$ cat src/rtl/seq_player_pkg.sv
// Shared types and constants for the digit sequence player (SEQ_PLAYER_GAP_EN adds the GAP state).
// No logic of its own; helpers are pure combinational functions.
// No flow control; constants only.
package seq_player_pkg;

    localparam int NUM_DIGITS = 4;
    localparam int DIGIT_W    = 4;
    localparam int LED_W      = 10;
    localparam int SEQ_W      = NUM_DIGITS * DIGIT_W;

    localparam logic [DIGIT_W-1:0] BLANK_DIGIT = 4'hF;
    localparam logic [LED_W-1:0]   LED_OFF     = 10'h000;

`ifdef SEQ_PLAYER_GAP_EN
    typedef enum logic [1:0] {
        ST_IDLE   = 2'd0,
        ST_SHOW   = 2'd1,
        ST_GAP    = 2'd2,
        ST_FINISH = 2'd3
    } state_t;
`else
    typedef enum logic [1:0] {
        ST_IDLE   = 2'd0,
        ST_SHOW   = 2'd1,
        ST_FINISH = 2'd3
    } state_t;
`endif

    // Values 10..15 have no LED and display as blank.
    function automatic logic [LED_W-1:0] digit_onehot(input logic [DIGIT_W-1:0] d);
        logic [LED_W-1:0] r;
        r = LED_OFF;
        if (d <= 4'd9)
            r = LED_W'(1) << d;
        return r;
    endfunction

    function automatic logic [2:0] clamp_len(input logic [2:0] n);
        return (n > 3'(NUM_DIGITS)) ? 3'(NUM_DIGITS) : n;
    endfunction

endpackage

$ cat src/rtl/seq_dwell_timer.sv
// Dwell timer: load N, expire pulses during the Nth cycle after the load edge; clear stops it.
// Latency: expire asserts N cycles after load is sampled (N=1 -> the very next cycle).
// No backpressure; load wins over a running count, counter saturates at zero.
module seq_dwell_timer (
    input  logic        CLK,
    input  logic        RESET,
    input  logic        clear,
    input  logic        load,
    input  logic [31:0] load_val,
    output logic        expire
);

    logic [31:0] cnt_q;
    logic        run_q;

    always_ff @(posedge CLK) begin
        if (RESET || clear) begin
            cnt_q <= 32'd0;
            run_q <= 1'b0;
        end else if (load) begin
            cnt_q <= load_val - 32'd1;
            run_q <= 1'b1;
        end else if (run_q) begin
            if (cnt_q != 32'd0)
                cnt_q <= cnt_q - 32'd1;
            else
                run_q <= 1'b0;
        end
    end

    assign expire = run_q && (cnt_q == 32'd0);

endmodule

$ cat src/rtl/seq_player.sv
// Plays up to four latched digits on a one-hot LED bar; SEQ_PLAYER_GAP_EN inserts blank gaps.
// Latency: first LED update one cycle after START; DONE/BUSY decode straight from the state register.
// No backpressure: START outside IDLE is dropped, ABORT/RESET cut playback immediately.
module seq_player
    import seq_player_pkg::*;
#(
    parameter logic [31:0] DIGIT_CYCLES = 32'd25000000,
    parameter logic [31:0] GAP_CYCLES   = 32'd5000000
) (
    input  logic               CLK,
    input  logic               RESET,
    input  logic               START,
    input  logic               ABORT,
    input  logic [SEQ_W-1:0]   SEQUENCE,
    input  logic [2:0]         SEQUENCE_BIT,
    output logic [LED_W-1:0]   LED,
    output logic [2:0]         DIGIT_IDX,
    output logic [DIGIT_W-1:0] DIGIT_VAL,
    output logic               BUSY,
    output logic               DONE,
    output logic               BAD_DIGIT
);

    state_t               state_q, state_nxt;
    logic [SEQ_W-1:0]     seq_q, seq_nxt, show_seq;
    logic [2:0]           len_q, len_nxt;
    logic [2:0]           idx_q, idx_nxt, show_idx;
    logic [DIGIT_W-1:0]   val_q, val_nxt, show_val;
    logic [LED_W-1:0]     led_q, led_nxt;
    logic                 bad_q, bad_nxt;
    logic                 start_acc, last_digit;
    logic                 tmr_load, tmr_clear, tmr_expire, load_gap;
    logic [31:0]          tmr_load_val;

    assign start_acc  = (state_q == ST_IDLE) && START && !ABORT;
    assign last_digit = (idx_q == (len_q - 3'd1));

    always_ff @(posedge CLK) begin
        if (RESET)
            state_q <= ST_IDLE;
        else
            state_q <= state_nxt;
    end

    always_comb begin
        state_nxt = state_q;
        case (state_q)
            ST_IDLE:
                if (start_acc)
                    state_nxt = (clamp_len(SEQUENCE_BIT) == 3'd0) ? ST_FINISH : ST_SHOW;
            ST_SHOW:
                if (tmr_expire) begin
                    if (last_digit)
                        state_nxt = ST_FINISH;
                    else
`ifdef SEQ_PLAYER_GAP_EN
                        state_nxt = ST_GAP;
`else
                        state_nxt = ST_SHOW;
`endif
                end
`ifdef SEQ_PLAYER_GAP_EN
            ST_GAP:
                if (tmr_expire)
                    state_nxt = ST_SHOW;
`endif
            ST_FINISH:
                state_nxt = ST_IDLE;
            default:
                state_nxt = ST_IDLE;
        endcase
        if (state_q != ST_IDLE && ABORT)
            state_nxt = ST_IDLE;
    end

    // Next values of the registered display outputs and timer control.
    always_comb begin
        seq_nxt   = seq_q;
        len_nxt   = len_q;
        idx_nxt   = idx_q;
        val_nxt   = val_q;
        led_nxt   = led_q;
        bad_nxt   = bad_q;
        tmr_load  = 1'b0;
        tmr_clear = 1'b0;
        load_gap  = 1'b0;
        show_seq  = seq_q;
        show_idx  = idx_q + 3'd1;
        if (start_acc) begin
            seq_nxt  = SEQUENCE;
            len_nxt  = clamp_len(SEQUENCE_BIT);
            idx_nxt  = 3'd0;
            bad_nxt  = 1'b0;
            show_seq = SEQUENCE;
            show_idx = 3'd0;
        end
        show_val = show_seq[{show_idx[1:0], 2'b00} +: DIGIT_W];

        if (state_nxt == ST_SHOW && (state_q != ST_SHOW || tmr_expire)) begin
            idx_nxt  = show_idx;
            val_nxt  = show_val;
            led_nxt  = digit_onehot(show_val);
            bad_nxt  = bad_nxt | (show_val > 4'd9);
            tmr_load = 1'b1;
        end else if (state_nxt != ST_SHOW) begin
            led_nxt = LED_OFF;
`ifdef SEQ_PLAYER_GAP_EN
            if (state_nxt == ST_GAP && state_q == ST_SHOW) begin
                tmr_load = 1'b1;
                load_gap = 1'b1;
            end
`endif
            if (state_nxt == ST_IDLE || state_nxt == ST_FINISH)
                tmr_clear = 1'b1;
        end
    end

    always_ff @(posedge CLK) begin
        if (RESET) begin
            seq_q <= {SEQ_W{1'b1}};
            len_q <= 3'd0;
            idx_q <= 3'd0;
            val_q <= BLANK_DIGIT;
            led_q <= LED_OFF;
            bad_q <= 1'b0;
        end else begin
            seq_q <= seq_nxt;
            len_q <= len_nxt;
            idx_q <= idx_nxt;
            val_q <= val_nxt;
            led_q <= led_nxt;
            bad_q <= bad_nxt;
        end
    end

    // load_gap is tied low when the gap feature is compiled out.
    assign tmr_load_val = load_gap ? GAP_CYCLES : DIGIT_CYCLES;

    seq_dwell_timer u_timer (
        .CLK      (CLK),
        .RESET    (RESET),
        .clear    (tmr_clear),
        .load     (tmr_load),
        .load_val (tmr_load_val),
        .expire   (tmr_expire)
    );

    assign LED       = led_q;
    assign DIGIT_IDX = idx_q;
    assign DIGIT_VAL = val_q;
    assign BAD_DIGIT = bad_q;
    assign BUSY      = (state_q != ST_IDLE);
    assign DONE      = (state_q == ST_FINISH);

endmodule
$ cat config.mk
export PLATFORM = sky130hd
export DESIGN_NAME = seq_player
export DESIGN_NICKNAME = d
export VERILOG_FILES = /design/src/rtl/seq_player_pkg.sv /design/src/rtl/seq_dwell_timer.sv /design/src/rtl/seq_player.sv
export SDC_FILE = /design/constraint.sdc
export NUM_CORES = 1
export LEC_CHECK = 0
export ABC_AREA = 1
export CORE_ASPECT_RATIO = 0.5
export CORE_UTILIZATION = 61
export DETAILED_ROUTE_END_ITERATION = 8
export GPL_TIMING_DRIVEN = 0
export PLACE_DENSITY = 0.89
export SLEW_MARGIN = 20
export SYNTH_ARGS = -nofsm -noshare
export SYNTH_HDL_FRONTEND = slang
export SYNTH_SLANG_ARGS = --single-unit
$ cat constraint.sdc
create_clock -name CLK -period 3.8 [get_ports CLK]
set_input_delay 0.95 -clock CLK [delete_from_list [all_inputs] [get_ports CLK]]
set_output_delay 0.95 -clock CLK [all_outputs]
set_load 0.05 [all_outputs]
==> flow_metrics.py, run 1 <==
metrics = {
    "status": {
        "run_status": "completed",
    },
    "sta": {
        "slew_violations": 0,
        "hold_viol_final": 0,
        "fin_skew_ns": 0.00618,
        "max_slew_margin": 0.664,
        "setup_viol": 0,
        "worst_slew_pin_slew_ns": 0.503,
        "setup_tns_ns": 0,
        "period_needed_ns": 3.26,
        "rsz0062_at_grt": "no",
        "timing.fmax_mhz": 306,
        "period_share": 0.859,
    },
    "clocking": {
        "clock_latency_ns": 0.34,
        "postCtsHoldBufs": 0,
        "cts_tree": "done",
        "post_cts_buffers": 0,
        "clk_pin_slew_ns": 0.05,
        "clockBufferDepth": 2,
        "htreeDepth": 3,
        "cts.sinks": 72,
        "cts_buffers": 9,
        "ctsRootBufferMaster": "clkbuf_16",
        "cts.repair.resized": 0,
    },
    "floorplanning": {
        "die_h_um": 57.6,
        "fp.coreArea_mm2": 0.00573,
        "ioPinCount": 43,
        "dieArea_mm2": 0.00653,
        "initial_core_util": 0.659,
        "rows": 19,
        "die_w_um": 113,
    },
    "worst_setup_path": {
        "start_kind": "input pin",
        "critPathArrivalTime_ns": 3.53,
        "path_max_fanout": 10,
        "slowest_delay_ns": 0.45,
        "reg2reg_from": "state_q[0]",
        "critical_path_buf_inv_count": 4,
        "required_ns": 4.07,
        "reg2reg_setup_slack_ns": 1.25,
        "slowest_stage": "clkdlybuf4s50_1",
        "critPathCaptureType": "flop",
        "reg2reg_to": "u_timer.cnt_q[7]",
        "cp_cell_sequence": "clkdlybuf4s50_1 -> inv_1 -> nor2_4 -> nand2_2 -> buf_2 -> nor2_1 -> nand3_1 -> o21ai_0 -> nand2_1 -> ha_1 -> nor2_1 -> nand2_1 -> inv_1 -> o21ai_0 -> a21oi_1",
        "cp_top_family": "simple AND/OR/NAND/NOR gates",
        "reg2reg_depth": 12,
        "critical_path_class": "input pin to flop",
    },
    "final_layout": {
        "synthToLayoutAreaGrowth_pct": 22.1,
        "fill_cells": 421,
        "drive_above_1_share": 0.0812,
        "final_nets": 653,
        "diodes": 0,
        "final_cells": 712,
    },
    "routing": {
        "avgViaCountPerCell": 5.38,
        "drt_wl_total_um": 9360,
        "dr.pass1.iters": 5,
        "postRouteAntennaNets": 0,
        "dr.first_iter.drc_count": 376,
        "drc_errors": 0,
        "vias": 3830,
        "routedWlPerCell_um": 13.1,
    },
    "worst_hold_path": {
        "holdPathStages": 2,
        "worstHoldPathType": "flop to flop",
        "whs_endpoint": "seq_q[11]",
        "hp-start": "seq_q[11]",
    },
    "synth": {
        "syn-num-nets": 600,
        "yosysUniqueCellTypes": 34,
        "synth_area_leaders": "dfxtp_1 (38%), nand2_1 (15%), nand3_1 (9.1%)",
        "seq_area_frac_synth": 0.382,
        "yosysTopAreaCell": "dfxtp_1",
        "netlist_area_mm2": 0.00378,
        "ys_ff_latch": 72,
        "ys_warn_count": 0,
        "synth_top_area_frac": 0.382,
        "syn_inst": 572,
        "syn_area_per_cell_um2": 6.60,
    },
    "global_routing": {
        "antenna_found_initial": 0,
        "grt_start_max_net_pins": 12,
        "grt_pass1_vias": 3600,
        "groute.usage.overall": 0.318,
        "grt-ovfl-total": 0,
        "grt_pass1_wl_um": 16000,
    },
    "pwr": {
        "p_per_area_mw_per_mm2": 443,
        "finalPower_mw": 2.04,
        "p_leak_nw": 2.19,
        "irDropWorstVdd_mv": 0.249,
    },
    "place": {
        "dp_hpwl_um": 6750,
        "io_buffer_count": 42,
        "numPlacedInstances": 698,
        "place.gp.congestion": 0.989,
    },
    "run": {
        "drv_cap": 0,
    },
}
-- worst max-delay path by stage --
stage | cells past startpoint | from | slack, ns | end
after floorplan | 14 | START | 1.13 | u_timer.cnt_q[7]
after global placement | 15 | START | 0.27 | u_timer.cnt_q[7]
after detailed placement | 15 | START | 0.25 | u_timer.cnt_q[7]
after CTS | 15 | START | 0.59 | u_timer.cnt_q[7]
after global routing | 15 | START | 0.22 | u_timer.cnt_q[7]
final | 15 | START | 0.54 | u_timer.cnt_q[7]
-- flip-flops by register name (all words and copies together), names as in the netlist --
name           cells
seq_q             16
DIGIT_VAL          4
BAD_DIGIT          1
DIGIT_IDX          3
LED               10
u_timer.cnt_q     32
len_q              3
state_q            2
u_timer.run_q      1
-- tightest hold or removal path, cell delays in order, from the launching register on --
cell and delay (ns):
dfxtp_1 0.30, nand2_1 0.06, nand3_1 0.06
-- Yosys cell counts --
master,n
a31oi_1,4
nand2_2,5
buf_6,3
inv_2,4
a21oi_1,28
clkinv_1,1
nor3_2,1
buf_2,6
nor2_4,4
or2_2,5
xor2_1,8
nor2_1,87
o21ai_0,16
nand3b_1,1
dfxtp_1,72
inv_1,59
o32ai_1,2
xnor2_1,3
nand4_1,8
o211ai_1,5
nor3_1,8
clkbuf_1,4
nor3b_1,1
nand2_1,148
a21boi_0,1
a211oi_1,1
nand3_1,69
o21ai_1,2
ha_1,5
o2111ai_1,1
buf_4,1
nor4_1,1
nand2_4,2
nor2_2,6
-- per-stage QoR --
stage,util,instance area [um2],hold slack (ns),setup slack (ns)
after CTS,0.805,4610,0.457,0.588
after global placement,0.751,4300,0.436,0.270
final,0.805,4610,0.453,0.537
after floorplan,-,3780,0.424,1.13
after detailed placement,0.751,4300,0.438,0.250
after global routing,0.805,4610,0.480,0.223
-- power breakdown --
group	leakage, nW	total, mW	internal (mW)	switching, mW
Clock	0.154	0.886	0.582	0.304
Sequential	0.586	0.801	0.783	0.0180
Combinational	1.45	0.354	0.126	0.229
-- logic make-up after synthesis --
kind of cell | Yosys count | synth area share
adder cells (fa/ha/maj) | 5 | 0.0166
XOR/XNOR | 11 | 0.0255
AO/OA/AOI/OAI | 60 | 0.0884
flip-flops | 72 | 0.382
AND/OR/NAND/NOR | 346 | 0.401
buffers and inverters | 78 | 0.0864
-- layer usage --
layer	global-route usage	routed length, um	vias to the layer above
met5	0	0	-
li1	-	-	1939
met4	0.102	161	0
met3	0.0900	783	20
met1	0.397	4060	1729
met2	0.541	4360	142
-- cell type report --
cell class	instances	area (um2)	area share
multi-input cells	422	2010	0.436
flip-flops and latches	72	1440	0.313
repair buffers	42	420	0.0912
inverters	64	240	0.0521
clock buffers	10	239	0.0518
well taps	84	105	0.0228
plain buffers	14	86.3	0.0187
clock inverters	4	70.1	0.0152
-- cell usage in the layout, fill, tap and decap left out, types with 2 or more instances in the layout --
master and count:
a21oi_1 28, a31oi_1 4, buf_2 6, buf_6 3, bufinv_16 2, clkbuf_1 4
clkbuf_16 9, clkdlybuf4s50_1 42, clkinv_2 2, dfxtp_1 72, ha_1 5, inv_1 59
inv_2 4, nand2_1 148, nand2_2 5, nand2_4 2, nand3_1 69, nand4_1 8
nor2_1 87, nor2_2 6, nor2_4 4, nor3_1 8, o211ai_1 5, o21ai_0 16
o21ai_1 2, o32ai_1 2, or2_2 5, xnor2_1 3, xor2_1 8
No activity file was read; power rests on OpenSTA's default activity.
==> run 2: changes to the inputs <==
--- a/config.mk
+++ b/config.mk
@@ -6,11 +6,12 @@
 export NUM_CORES = 1
 export LEC_CHECK = 0
 export ABC_AREA = 1
+export CAP_MARGIN = 30
 export CORE_ASPECT_RATIO = 0.5
-export CORE_UTILIZATION = 61
+export CORE_UTILIZATION = 40
 export DETAILED_ROUTE_END_ITERATION = 8
 export GPL_TIMING_DRIVEN = 0
-export PLACE_DENSITY = 0.89
+export PLACE_DENSITY = 0.63
 export SLEW_MARGIN = 20
 export SYNTH_ARGS = -nofsm -noshare
 export SYNTH_HDL_FRONTEND = slang
==> run 2 against run 1 <==
Against the previous run: global-route usage down 11 points; combinational power about the same; cell area up 0.71%; fmax down 0.76%; clock power down 2.5%; non-clock buffer count unchanged; die area up 51%; clock skew down 0.00065 ns; critical path type unchanged; critical endpoint unchanged; largest cell class unchanged; largest power group unchanged.
==> flow_metrics.py, run 2 (same netlist as run 1, synthesis figures left out) <==
metrics = {
    "status": {
        "run_status": "completed",
    },
    "routing": {
        "postRouteAntennaNets": 0,
        "vias": 3690,
        "dr.first_iter.drc_count": 239,
        "drc_errors": 0,
        "drt_wl_total_um": 9610,
        "routedWlPerCell_um": 12.9,
        "avgViaCountPerCell": 4.94,
        "dr.pass1.iters": 4,
    },
    "final_layout": {
        "largest_reg_flops": 32,
        "final_nets": 653,
        "diodes": 0,
        "drive_above_1_share": 0.0810,
        "synthToLayoutAreaGrowth_pct": 23.0,
        "layout_commonest_cell": "nand2_1",
        "top_register": "u_timer.cnt_q",
        "final_cell_mix": "nand2_1 (148), nor2_1 (87), dfxtp_1 (72)",
        "stdcell_area_mm2": 0.00464,
    },
    "worst_setup_path": {
        "path_max_fanout": 10,
        "critical_path_class": "input pin to flop",
        "critPathArrivalTime_ns": 3.56,
        "cp_top_family": "simple AND/OR/NAND/NOR gates",
        "critical_path_buf_inv_count": 3,
        "cp_cell_sequence": "clkdlybuf4s50_1 -> nor2_4 -> nand2_2 -> buf_2 -> nor2_1 -> nand3_1 -> o21ai_0 -> nand2_1 -> ha_1 -> nor2_1 -> nand2_1 -> inv_1 -> o21ai_0 -> a21oi_1",
        "slowest_delay_ns": 0.50,
        "slowest_stage": "clkdlybuf4s50_1",
        "required_ns": 4.08,
        "critPathCaptureType": "flop",
        "start_kind": "input pin",
    },
    "clocking": {
        "clockBufferDepth": 2,
        "clock_latency_ns": 0.34,
        "cts.repair.resized": 0,
        "cts_buffers": 9,
        "cts.sinks": 72,
        "postCtsHoldBufs": 0,
        "cts_tree": "done",
        "post_cts_buffers": 0,
        "clk_pin_slew_ns": 0.05,
        "htreeDepth": 3,
        "ctsRootBufferMaster": "clkbuf_16",
    },
    "pwr": {
        "p_per_area_mw_per_mm2": 434,
        "irDropWorstVdd_mv": 0.239,
        "p_leak_nw": 2.19,
    },
    "floorplanning": {
        "ioPinCount": 43,
        "fp.coreArea_mm2": 0.00892,
        "rows": 24,
        "die_h_um": 70.7,
        "initial_core_util": 0.424,
        "die_w_um": 139,
        "dieArea_mm2": 0.00986,
    },
    "sta": {
        "worst_slew_pin_slew_ns": 0.508,
        "period_needed_ns": 3.29,
        "timing.fmax_mhz": 304,
        "setup_tns_ns": 0,
        "setup_viol": 0,
        "rsz0062_at_grt": "no",
        "hold_viol_final": 0,
        "setup_slack_ns": 0.512,
        "period_share": 0.865,
        "max_slew_margin": 0.661,
        "fin_skew_ns": 0.00553,
        "slew_violations": 0,
    },
    "run": {
        "drv_cap": 0,
    },
    "global_routing": {
        "grt_pass1_wl_um": 16200,
        "antenna_found_initial": 0,
        "grt-ovfl-total": 0,
        "grt_start_max_net_pins": 12,
        "grt_pass1_vias": 3461,
        "groute.usage.overall": 0.211,
    },
    "place": {
        "placed_cell_area_mm2": 0.00434,
        "io_buffer_count": 42,
        "place.gp.congestion": 0.889,
        "pre_cts_ws_ns": 0.164,
        "dp_hpwl_um": 7210,
    },
    "worst_hold_path": {
        "worstHoldPathType": "flop to flop",
    },
}
==> run 2: cell count changes in the layout (fill, tap and decap cells not counted), sizes merged <==
cell,before,now
bufinv,2,1
clkbuf,14,17
==> run 2: stage by stage <==
step | power (mW) | instances | util | hold slack (ns)
floorplan | 1.07 | 572 | - | 0.424
finish | 2.02 | 747 | 0.521 | 0.454
global route | 2.11 | 747 | 0.521 | 0.483
global placement | 1.17 | 731 | 0.487 | 0.436
CTS | 2.04 | 747 | 0.521 | 0.454
detailed placement | 1.17 | 731 | 0.487 | 0.440
==> run 2: area by class of cell <==
class                           instances  area (um2)
Multi-Input combinational cell        422        2010
Inverter                               64         240
Buffer                                 14        86.3
Clock buffer                           13         260
Fill cell                             906        4270
Clock inverter                          3        40.0
Tap cell                              117         146
Sequential cell                        72        1440
Timing Repair Buffer                   42         420
==> run 2: layer usage <==
metal | wire length, um | global-route usage | vias to the layer above | part of all wire
met5 | 0 | 0 | - | 0
met4 | 99 | 0.0753 | 0 | 0.010
met3 | 494 | 0.0589 | 12 | 0.051
met2 | 4240 | 0.341 | 73 | 0.44
met1 | 4780 | 0.274 | 1649 | 0.50
li1 | - | - | 1956 | -
==> run 2: final timing paths <==
| check | startpoint | depth (start not counted) | slack (ns) | endpoint |
|---|---|---|---|---|
| max | ABORT | 14 | 0.51 | u_timer.cnt_q[7] |
| min | seq_q[3] | 2 | 0.45 | seq_q[3] |
| max reg2reg | state_q[1] | 13 | 1.23 | u_timer.cnt_q[7] |
| min reg2reg | seq_q[3] | 2 | 0.45 | seq_q[3] |
==> run 2: worst register-to-register path, cell delays in order (launching register included) <==
cell,delay (ns)
dfxtp_1,0.35
nor2_4,0.23
nand2_2,0.13
buf_2,0.21
nor2_1,0.20
nand3_1,0.11
o21ai_0,0.10
nand2_1,0.10
ha_1,0.32
nor2_1,0.20
nand2_1,0.17
inv_1,0.18
o21ai_0,0.11
a21oi_1,0.11
==> run 2: power breakdown <==
group / total (mW) / switching (mW) / internal [mW]
Sequential: 0.800 / 0.0170 / 0.783
Combinational: 0.353 / 0.227 / 0.126
Clock: 0.864 / 0.322 / 0.542
==> run 3: changes to the inputs <==
--- a/config.mk
+++ b/config.mk
@@ -8,10 +8,12 @@
 export ABC_AREA = 1
 export CAP_MARGIN = 30
 export CORE_ASPECT_RATIO = 0.5
+export CORE_MARGIN = 2
 export CORE_UTILIZATION = 40
 export DETAILED_ROUTE_END_ITERATION = 8
 export GPL_TIMING_DRIVEN = 0
-export PLACE_DENSITY = 0.63
+export HOLD_SLACK_MARGIN = 0.06
+export PLACE_DENSITY = 0.7
 export SLEW_MARGIN = 20
 export SYNTH_ARGS = -nofsm -noshare
 export SYNTH_HDL_FRONTEND = slang
==> run 3 against run 2 <==
Against the previous run: worst hold slack lost 0.0047 ns; clock-buffer cell count shrank 3; sequential cell count is the same; critical path depth grew 1; final cell count shrank 0.27%; register-to-register slack is essentially flat; highest routed layer unchanged.
==> flow_metrics.py, run 3 (same netlist as run 1, synthesis figures left out) <==
metrics = {
    "clocking": {
        "postCtsHoldBufs": 0,
        "htreeDepth": 3,
        "cts.sinks": 72,
        "ctsRootBufferMaster": "clkbuf_16",
        "cts_tree": "done",
        "clockBufferDepth": 2,
        "clock_latency_ns": 0.34,
        "post_cts_buffers": 0,
        "cts.repair.resized": 0,
        "cts_buffers": 9,
        "clk_pin_slew_ns": 0.05,
    },
    "sta": {
        "max_slew_margin": 0.661,
        "hold_viol_final": 0,
        "setup_viol": 0,
        "setup_tns_ns": 0,
        "rsz0062_at_grt": "no",
        "slew_violations": 0,
        "period_needed_ns": 3.27,
        "timing.fmax_mhz": 305,
        "worst_slew_pin_slew_ns": 0.508,
        "whs_ns": 0.450,
        "period_share": 0.862,
        "fin_skew_ns": 0.0102,
        "setup_slack_ns": 0.526,
    },
    "worst_setup_path": {
        "start_kind": "input pin",
        "cp_cell_sequence": "clkdlybuf4s50_1 -> inv_1 -> nor2_4 -> nand2_2 -> buf_2 -> nor2_1 -> nand3_1 -> o21ai_0 -> nand2_1 -> ha_1 -> nor2_1 -> nand2_1 -> inv_1 -> o21ai_0 -> a21oi_1",
        "slowest_stage": "clkdlybuf4s50_1",
        "slowest_delay_ns": 0.45,
        "critPathCaptureType": "flop",
        "critPathArrivalTime_ns": 3.54,
        "path_max_fanout": 10,
        "reg2reg_depth": 13,
        "critical_path_class": "input pin to flop",
        "required_ns": 4.07,
    },
    "floorplanning": {
        "fp.coreArea_mm2": 0.00895,
        "rows": 24,
        "initial_core_util": 0.422,
        "dieArea_mm2": 0.0103,
        "ioPinCount": 43,
        "die_w_um": 141,
        "die_h_um": 72.7,
    },
    "pwr": {
        "p_per_area_mw_per_mm2": 425,
        "p_int_mw": 1.41,
        "clkPwrFrac": 0.412,
        "power_frac_comb": 0.180,
        "seqPwrFrac": 0.407,
        "irDropWorstVdd_mv": 0.242,
        "p_leak_nw": 2.17,
        "power_switching_uw": 557,
        "p_sw_frac": 0.284,
    },
    "routing": {
        "drt_wl_total_um": 9380,
        "dr.first_iter.drc_count": 272,
        "postRouteAntennaNets": 0,
        "vias": 3734,
        "avgViaCountPerCell": 5.01,
        "dr.pass1.iters": 5,
        "drc_errors": 0,
        "routedWlPerCell_um": 12.6,
    },
    "final_layout": {
        "top_register": "u_timer.cnt_q",
        "drive_above_1_share": 0.0796,
        "diodes": 0,
        "final_cell_mix": "nand2_1 (148), nor2_1 (87), dfxtp_1 (72)",
        "final_nets": 653,
        "layout_commonest_cell": "nand2_1",
        "stdcell_area_mm2": 0.00462,
        "synthToLayoutAreaGrowth_pct": 22.3,
        "utilization": 0.516,
        "largest_reg_flops": 32,
    },
    "global_routing": {
        "grt-ovfl-total": 0,
        "grt_start_max_net_pins": 12,
        "grt_pass1_wl_um": 16200,
        "groute.usage.overall": 0.198,
        "grt_pass1_vias": 3413,
        "antenna_found_initial": 0,
    },
    "place": {
        "placed_cell_area_mm2": 0.00434,
        "io_buffer_count": 42,
        "place.gp.congestion": 0.976,
        "pre_cts_ws_ns": 0.207,
        "dp_hpwl_um": 7030,
    },
    "worst_hold_path": {
        "holdPathStages": 2,
        "worstHoldPathType": "flop to flop",
    },
    "status": {
        "run_status": "completed",
    },
    "run": {
        "drv_cap": 0,
    },
}
[run 3: power groups by stage]
stage | Sequential, mW | Combinational, mW | Clock (mW)
2_1_floorplan | 0.836 | 0.230 | 0
3_3_place_gp | 0.815 | 0.347 | 0
3_5_place_dp | 0.816 | 0.349 | 0
4_1_cts | 0.800 | 0.352 | 0.823
5_1_grt | 0.803 | 0.395 | 0.859
6_report | 0.800 | 0.354 | 0.810
[run 3: path summary, 6_finish.rpt]
| check | startpoint | slack, ns | to |
|---|---|---|---|
| setup / recovery | START | 0.53 | u_timer.cnt_q[7] |
| setup reg to reg | state_q[1] | 1.22 | u_timer.cnt_q[7] |
| hold reg to reg | seq_q[11] | 0.45 | seq_q[11] |
| hold / removal | seq_q[11] | 0.45 | seq_q[11] |
[run 3: area by class of cell]
cell class	instances	area, um2
fill	911	4330
clock buffer	10	229
tap	117	146
buffer	14	86.3
clock inverter	4	47.5
inverter	64	240
timing repair buffer	42	420
sequential	72	1440
multi-input combinational	422	2010
[run 3: routing by layer]
layer  vias to the layer above  track usage  share of wire
met3                        16       0.0459          0.048
met1                      1676        0.266           0.49
met5                         -            0              0
li1                       1947            -              -
met2                        95        0.317           0.44
met4                         0       0.0667          0.015
[run 3: critical path: cells and delay by family]
| family | cells | cell delay, ns |
|---|---|---|
| buffers and inverters | 4 | 0.91 |
| AND/OR/NAND/NOR | 7 | 1.04 |
| adder cells (fa/ha/maj) | 1 | 0.32 |
| AO/OA/AOI/OAI | 3 | 0.32 |
[run 3: per-stage QoR]
stage	total power [mW]	std cells
floorplan	1.07	572
global placement	1.16	731
detailed placement	1.16	731
CTS	1.97	745
global route	2.06	745
finish	1.96	745
